===== config.mk =====
export PLATFORM = sky130hd
export DESIGN_NAME = tomasulo_rs_mpy
export DESIGN_NICKNAME = d
export VERILOG_FILES = /design/src/rtl/tomasulo_pkg.sv /design/src/rtl/tomasulo_age_select.sv /design/src/rtl/tomasulo_rs_mpy.sv
export SDC_FILE = /design/constraint.sdc
export NUM_CORES = 1
export LEC_CHECK = 0
export ABC_AREA = 0
export CAP_MARGIN = 15
export CORE_ASPECT_RATIO = 1.1
export CORE_MARGIN = 2
export CORE_UTILIZATION = 30
export DETAILED_ROUTE_END_ITERATION = 10
export GPL_ROUTABILITY_DRIVEN = 0
export PLACE_DENSITY_LB_ADDON = 0.08
export RECOVER_POWER = 50
export SLEW_MARGIN = 10
export SYNTH_ARGS = -nofsm -noshare
export SYNTH_HDL_FRONTEND = slang
export SYNTH_SLANG_ARGS = --single-unit

===== constraint.sdc =====
create_clock -name clk -period 2.9 [get_ports clk]
set_input_delay 0.435 -clock clk [delete_from_list [all_inputs] [get_ports clk]]
set_output_delay 0.435 -clock clk [all_outputs]
set_load 0.1 [all_outputs]

===== src/rtl/tomasulo_pkg.sv =====
// rtl/tomasulo_pkg.sv - shared Tomasulo types: tags, CDB, operands, issue payload
//
// Contents:
//   WORD_W, TAG_W      data word and tag widths
//   tag_t, word        scalar typedefs
//   cdb_t              completion bus {vld, tag, wdata}
//   operand_t          reservation-station operand {rdy, tag, data}
//   issue_t            payload handed to an execution unit {tag, a, b}
//   snoop()            operand update from one CDB broadcast
package tomasulo_pkg;

    localparam int WORD_W = 32;
    localparam int TAG_W  = 6;

    typedef logic [TAG_W-1:0]  tag_t;
    typedef logic [WORD_W-1:0] word;

    typedef struct packed {
        logic vld;
        tag_t tag;
        word  wdata;
    } cdb_t;

    typedef struct packed {
        logic              rdy;
        tag_t              tag;
        logic [WORD_W-1:0] data;
    } operand_t;

    typedef struct packed {
        tag_t tag;
        word  a;
        word  b;
    } issue_t;

    // A pending operand whose tag is on the bus takes the broadcast value;
    // a ready operand is never overwritten. Used both for the dispatch-cycle
    // bypass and for wakeup of stored entries.
    function automatic operand_t snoop(input operand_t op, input cdb_t bus);
        operand_t r;
        r = op;
        if (!op.rdy && bus.vld && (bus.tag == op.tag)) begin
            r.rdy  = 1'b1;
            r.data = bus.wdata;
        end
        return r;
    endfunction

endpackage


===== src/rtl/tomasulo_age_select.sv =====
// rtl/tomasulo_age_select.sv - N-entry age matrix with oldest-requester one-hot grant
//
// Ports:
//   clk, rst   clock, asynchronous active-low reset
//   flush      synchronous clear of the matrix
//   alloc      one-hot: entry becoming valid this cycle (youngest)
//   free       one-hot: entry leaving this cycle
//   req        entries eligible for selection
//   gnt        one-hot: oldest requesting entry (zero when req is zero)
module tomasulo_age_select #(
    parameter int N = 4
) (
    input  logic         clk,
    input  logic         rst,
    input  logic         flush,
    input  logic [N-1:0] alloc,
    input  logic [N-1:0] free,
    input  logic [N-1:0] req,
    output logic [N-1:0] gnt
);

    // younger[i][j] = 1 means entry i was allocated after entry j.
    // Bits pointing at invalid entries may be stale; they are harmless
    // because an invalid entry never requests, and its column is cleared
    // when it is allocated again.
    logic [N-1:0] younger [N];

    always_ff @(posedge clk or negedge rst) begin
        if (!rst) begin
            for (int i = 0; i < N; i++) younger[i] <= '0;
        end else if (flush) begin
            for (int i = 0; i < N; i++) younger[i] <= '0;
        end else begin
            for (int i = 0; i < N; i++) begin
                for (int j = 0; j < N; j++) begin
                    if (alloc[j] || free[j]) younger[i][j] <= 1'b0;
                end
                // New entry is younger than everything else; its row
                // assignment overrides the column clear above.
                if (alloc[i]) younger[i] <= ~(N'(1) << i);
            end
        end
    end

    always_comb begin
        gnt = '0;
        for (int i = 0; i < N; i++) begin
            gnt[i] = req[i] & ~(|(younger[i] & req));
        end
    end

endmodule


===== src/rtl/tomasulo_rs_mpy.sv =====
// rtl/tomasulo_rs_mpy.sv - multiply reservation station feeding tomasulo_exe_mpy
//
// Ports:
//   clk, rst          clock, asynchronous active-low reset
//   flush             synchronous clear of all entries and the output stage
//   disp_vld/disp_rdy dispatch handshake; disp_a/disp_b operands
//   disp_tag          tag that the next accepted dispatch will own
//   cdb               completion bus snooped for pending operands
//   iss_vld/iss_rdy   registered issue handshake; iss = {tag, a, b}
//   busy_cnt          number of occupied entries
module tomasulo_rs_mpy
    import tomasulo_pkg::*;
#(
    parameter int N     = 4,
    parameter int RS_ID = 1,
    parameter int IDX_W = $clog2(N)
) (
    input  logic           clk,
    input  logic           rst,
    input  logic           flush,
    input  logic           disp_vld,
    input  operand_t       disp_a,
    input  operand_t       disp_b,
    output logic           disp_rdy,
    output tag_t           disp_tag,
    input  cdb_t           cdb,
    output logic           iss_vld,
    output issue_t         iss,
    input  logic           iss_rdy,
    output logic [IDX_W:0] busy_cnt
);

    localparam tag_t TAG_BASE = tag_t'(RS_ID << IDX_W);

    logic [N-1:0]     vld;
    operand_t         ent_a [N];
    operand_t         ent_b [N];

    logic [N-1:0]     alloc_oh;
    logic [IDX_W-1:0] alloc_idx;
    logic             disp_fire;
    logic [N-1:0]     alloc_fire;
    logic [N-1:0]     req;
    logic [N-1:0]     gnt;
    logic [N-1:0]     free_oh;
    logic             load;
    logic [IDX_W-1:0] sel_idx;
    word              sel_a;
    word              sel_b;

    // Lowest free entry, taken from the registered valid vector so an entry
    // freed this cycle cannot be handed out until the next one.
    always_comb begin
        alloc_oh  = '0;
        alloc_idx = '0;
        for (int i = N - 1; i >= 0; i--) begin
            if (!vld[i]) begin
                alloc_oh  = N'(1) << i;
                alloc_idx = IDX_W'(i);
            end
        end
    end

    assign disp_rdy   = |(~vld);
    assign disp_tag   = TAG_BASE | tag_t'(alloc_idx);
    assign disp_fire  = disp_vld & disp_rdy & ~flush;
    assign alloc_fire = alloc_oh & {N{disp_fire}};

    always_comb begin
        req = '0;
        for (int i = 0; i < N; i++) begin
            req[i] = vld[i] & ent_a[i].rdy & ent_b[i].rdy;
        end
    end

    tomasulo_age_select #(.N(N)) u_age (
        .clk   (clk),
        .rst   (rst),
        .flush (flush),
        .alloc (alloc_fire),
        .free  (free_oh),
        .req   (req),
        .gnt   (gnt)
    );

    // Selection only happens when the output stage can take it; during a
    // stall the grant is ignored and nothing leaves the station.
    assign load    = (~iss_vld | iss_rdy) & (|req);
    assign free_oh = gnt & {N{load}};

    always_comb begin
        sel_idx = '0;
        sel_a   = '0;
        sel_b   = '0;
        for (int i = 0; i < N; i++) begin
            if (gnt[i]) begin
                sel_idx = IDX_W'(i);
                sel_a   = ent_a[i].data;
                sel_b   = ent_b[i].data;
            end
        end
    end

    always_ff @(posedge clk or negedge rst) begin
        if (!rst) begin
            vld <= '0;
            for (int i = 0; i < N; i++) begin
                ent_a[i] <= '0;
                ent_b[i] <= '0;
            end
        end else if (flush) begin
            vld <= '0;
        end else begin
            vld <= (vld & ~free_oh) | alloc_fire;
            for (int i = 0; i < N; i++) begin
                if (alloc_fire[i]) begin
                    ent_a[i] <= snoop(disp_a, cdb);
                    ent_b[i] <= snoop(disp_b, cdb);
                end else if (vld[i]) begin
                    ent_a[i] <= snoop(ent_a[i], cdb);
                    ent_b[i] <= snoop(ent_b[i], cdb);
                end
            end
        end
    end

    always_ff @(posedge clk or negedge rst) begin
        if (!rst) begin
            iss_vld  <= 1'b0;
            iss      <= '0;
            busy_cnt <= '0;
        end else if (flush) begin
            iss_vld  <= 1'b0;
            iss      <= '0;
            busy_cnt <= '0;
        end else begin
            busy_cnt <= busy_cnt + (IDX_W+1)'(disp_fire) - (IDX_W+1)'(load);
            if (load) begin
                iss_vld <= 1'b1;
                iss     <= '{tag: TAG_BASE | tag_t'(sel_idx), a: sel_a, b: sel_b};
            end else if (iss_rdy) begin
                iss_vld <= 1'b0;
            end
        end
    end

endmodule


==> flow_summary.ini <==
[finish]
n_fill_cell = 6598
postLayoutCoreUtil_pct = 38.2
multiInputGateArea_um2 = 9640
area_growth_pct = 25.6
drive_gt1_share_pct = 15.8
regArea_um2 = 9980
fin_nets = 2399

[drt]
drt-initial-drc-count = 1073
ant_nets = 0
vias = 16600
firstDrtPassIters = 5
routedWlPerCell_um = 23.2
drc = 0
wl_um = 73600
avgViaCountPerCell = 5.23

[synth]
synthCells = 2076
synth_area_leaders = dfrtp_1, mux2i_1, a21oi_1
ys_async_sr_fraction_pct = 100
syn_area_per_cell_um2 = 9.75
synthAdderAreaFrac_pct = 0.222
synth_xor_area_share_pct = 2.68
synth_edf_count = 0
ys_warn_count = 0
synth.top_cell.area_share_pct = 49.3
synth_compound_area_share_pct = 11.3
synth-seq-cells = 399
synth_top_family_by_area = multiplexers
ys_types = 50
synthTopCellsByCount = dfrtp_1, a21oi_1, nand2_1, nor2_1, mux2i_1
synthMostInstantiatedCell = dfrtp_1
ys.flop_type = dfrtp_1
synthSimpleGateAreaFrac_pct = 15.6
seq_area_frac_synth_pct = 49.3
muxShareOfSynthArea_pct = 16.6
synth_area_um2 = 20200
synth_area_leader_cell = dfrtp_1

[timing]
finalHoldViolations = 0
finalCritPeriodShare_pct = 86.1
setup_viol = 0
worst_slew_pin_slew_ns = 1.80
fin_tns_setup_ns = 0
fmax_mhz = 400
min_period_ns = 2.50
finalWorstSetupSlack_ns = 0.403
slew_violations = 61
rsz0062_at_grt = no
skew_ns = 0.0335
slew_headroom_pct = -19.9

[power]
ir_drop_mv = 0.395
power.total_mw = 16.3
p_leak_nw = 10.9
powerDensity_nw_per_um2 = 639

[critical_path]
critPathMaxFanout = 6
slowest_stage = fa_2
worstPathRequired_ns = 3.35
worst-r2r-cell-count = 8
cp_slowest_stage_delay_ns = 0.51
cp.arrival_ns = 2.95
r2r_slack_ns = 0.40
reg2reg_from = ent_a[77]$_DFFE_PN0P_
critPathKind = flip-flop to flip-flop
regToRegEndpoint = busy_cnt[1]$_DFF_PN0_
critPathLaunchType = flip-flop
setup.worst_path.end_class = flip-flop
cp_cell_sequence = and3_1 > o41a_1 > ha_1 > inv_1 > ha_1 > inv_1 > fa_2 > nor2_1

[floorplan]
rows = 99
ioPinCount = 203
die-area_um2 = 69600
coreArea_um2 = 66500
dieWidth_um = 252
initial_core_util_pct = 30.4
die_h_um = 276

[clock_tree]
cts.sinks = 399
clock_latency_ns = 0.60
hold_buffers = 1
clockBufferDepth = 3
postCtsResizedCells = 0
postCtsSetupBuffers = 0
htree_num_levels = 2
numCtsBuffers = 48
clkSlewWorstSetupHoldPaths_ns = 0.06
cts_tree = yes
clock_tree.root_cell = clkbuf_16

[run_status]
violations = max-capacitance violations, max-slew violations
outcome = finished, violations left

[worst_hold_path]
worst_hold_path_type = flip-flop to flip-flop
hold_depth = 2
hold_path.startpoint = iss[44]$_DFFE_PN0P_
holdPathEnd = iss[44]$_DFFE_PN0P_

[global_routing]
grt_pass1_wl_um = 112000
grt_use_total_pct = 21.1
grt_max_degree = 76
overflow = 0
antenna_found_initial = 2
grt_pass1_vias = 17200

[placed_design]
post-dp-hpwl_um = 46800
place_ws_ns = 0.0470
port_buffers = 195

[job]
max_cap_viol_count = 1
==> state kept, by name, indices dropped and copies added (netlist names) <==
| register | cells |
|---|---|
| busy_cnt | 3 |
| ent_a | 156 |
| ent_b | 156 |
| iss | 67 |
| iss_vld | 1 |
| u_age.younger | 12 |
| vld | 4 |
==> report_power, final <==
| group | leakage [nW] | internal, mW | switching [mW] | total [mW] |
|---|---|---|---|---|
| clock network | 0.775 | 3.59 | 2.49 | 6.08 |
| registers | 4.97 | 6.53 | 0.556 | 7.08 |
| logic | 5.18 | 1.24 | 1.86 | 3.10 |
==> kinds of logic (layout without fill, tap and decap cells) <==
family                     count (synthesis)  count (layout)
DFF                                      399             399
and+or+nand+nor                          682             682
adders and majority gates                  3               3
xor gates and xnor gates                  62              62
muxes                                    320             320
other                                      2               8
buffers and inverters                    178             407
AOI/OAI and AO/OA                        430             430
==> worst max-delay path, delay by kind of cell (launching register included) <==
family | cells | cell delay (ns)
adders and majority gates | 3 | 0.96
DFF | 1 | 0.49
buffers and inverters | 2 | 0.11
AOI/OAI and AO/OA | 1 | 0.49
and+or+nand+nor | 2 | 0.34
==> layer usage <==
layer	vias up	global-route usage, %	part of all wire (%)
li1	7695	-	-
met4	0	5.80	2.5
met1	8329	29.3	46
met5	-	0	0
met2	450	34.6	48
met3	107	2.66	4.3
==> placed cells by master, fill, tap and decap left out, types with 3 or more instances in the layout <==
cell type / n
dfrtp_1: 399
buf_4: 108
nor3_1: 7
nand2b_1: 5
or4_1: 4
a21oi_1: 262
clkinv_2: 8
clkdlybuf4s50_1: 120
a31o_2: 6
and3_1: 67
mux2i_1: 192
bufinv_16: 3
mux2_2: 94
and4_4: 3
buf_12: 48
nand2_1: 221
xor2_1: 31
nor2_1: 200
clkbuf_16: 48
o21ai_4: 4
conb_1: 7
nand3_1: 71
o32a_1: 8
nand4_1: 85
xnor2_1: 31
nor2b_1: 5
buf_6: 3
mux2_1: 34
clkbuf_1: 49
o21ai_1: 14
clkbuf_8: 11
o21ai_0: 114
a21oi_4: 6
clkbuf_2: 3
o31ai_4: 4
==> cell type report <==
class                           instances  area share, %
Sequential cell                       399           39.2
Clock buffer                           72           5.51
Timing Repair Buffer                  319           12.4
Multi-Input combinational cell       1504           37.9
Antenna cell                            1        0.00984
Inverter                                2         0.0295
Clock inverter                         14          0.644
Tap cell                              858           4.22
==> stage by stage <==
step                cells  cell area, um2  hold WS (ns)
CTS                  3168           25600         0.392
detailed placement   3081           24000         0.441
finish               3169           25400         0.480
global route         3169           25400         0.514
floorplan            2081           20300         0.139
global placement     3081           24000         0.439
==> worst max path at each step <==
stage | start | end | slack, ns
after global routing | rst | iss[4]$_DFFE_PN0P_ | 0.16
after CTS | ent_a[77]$_DFFE_PN0P_ | busy_cnt[1]$_DFF_PN0_ | 0.39
after global placement | cdb[37] | ent_b[147]$_DFFE_PN0P_ | 0.05
after floorplan | vld[0]$_DFF_PN0_ | busy_cnt[1]$_DFF_PN0_ | -0.02
final | ent_a[77]$_DFFE_PN0P_ | busy_cnt[1]$_DFF_PN0_ | 0.40
after detailed placement | cdb[37] | ent_b[122]$_DFFE_PN0P_ | 0.05
Power figures use the tool's default switching activity.
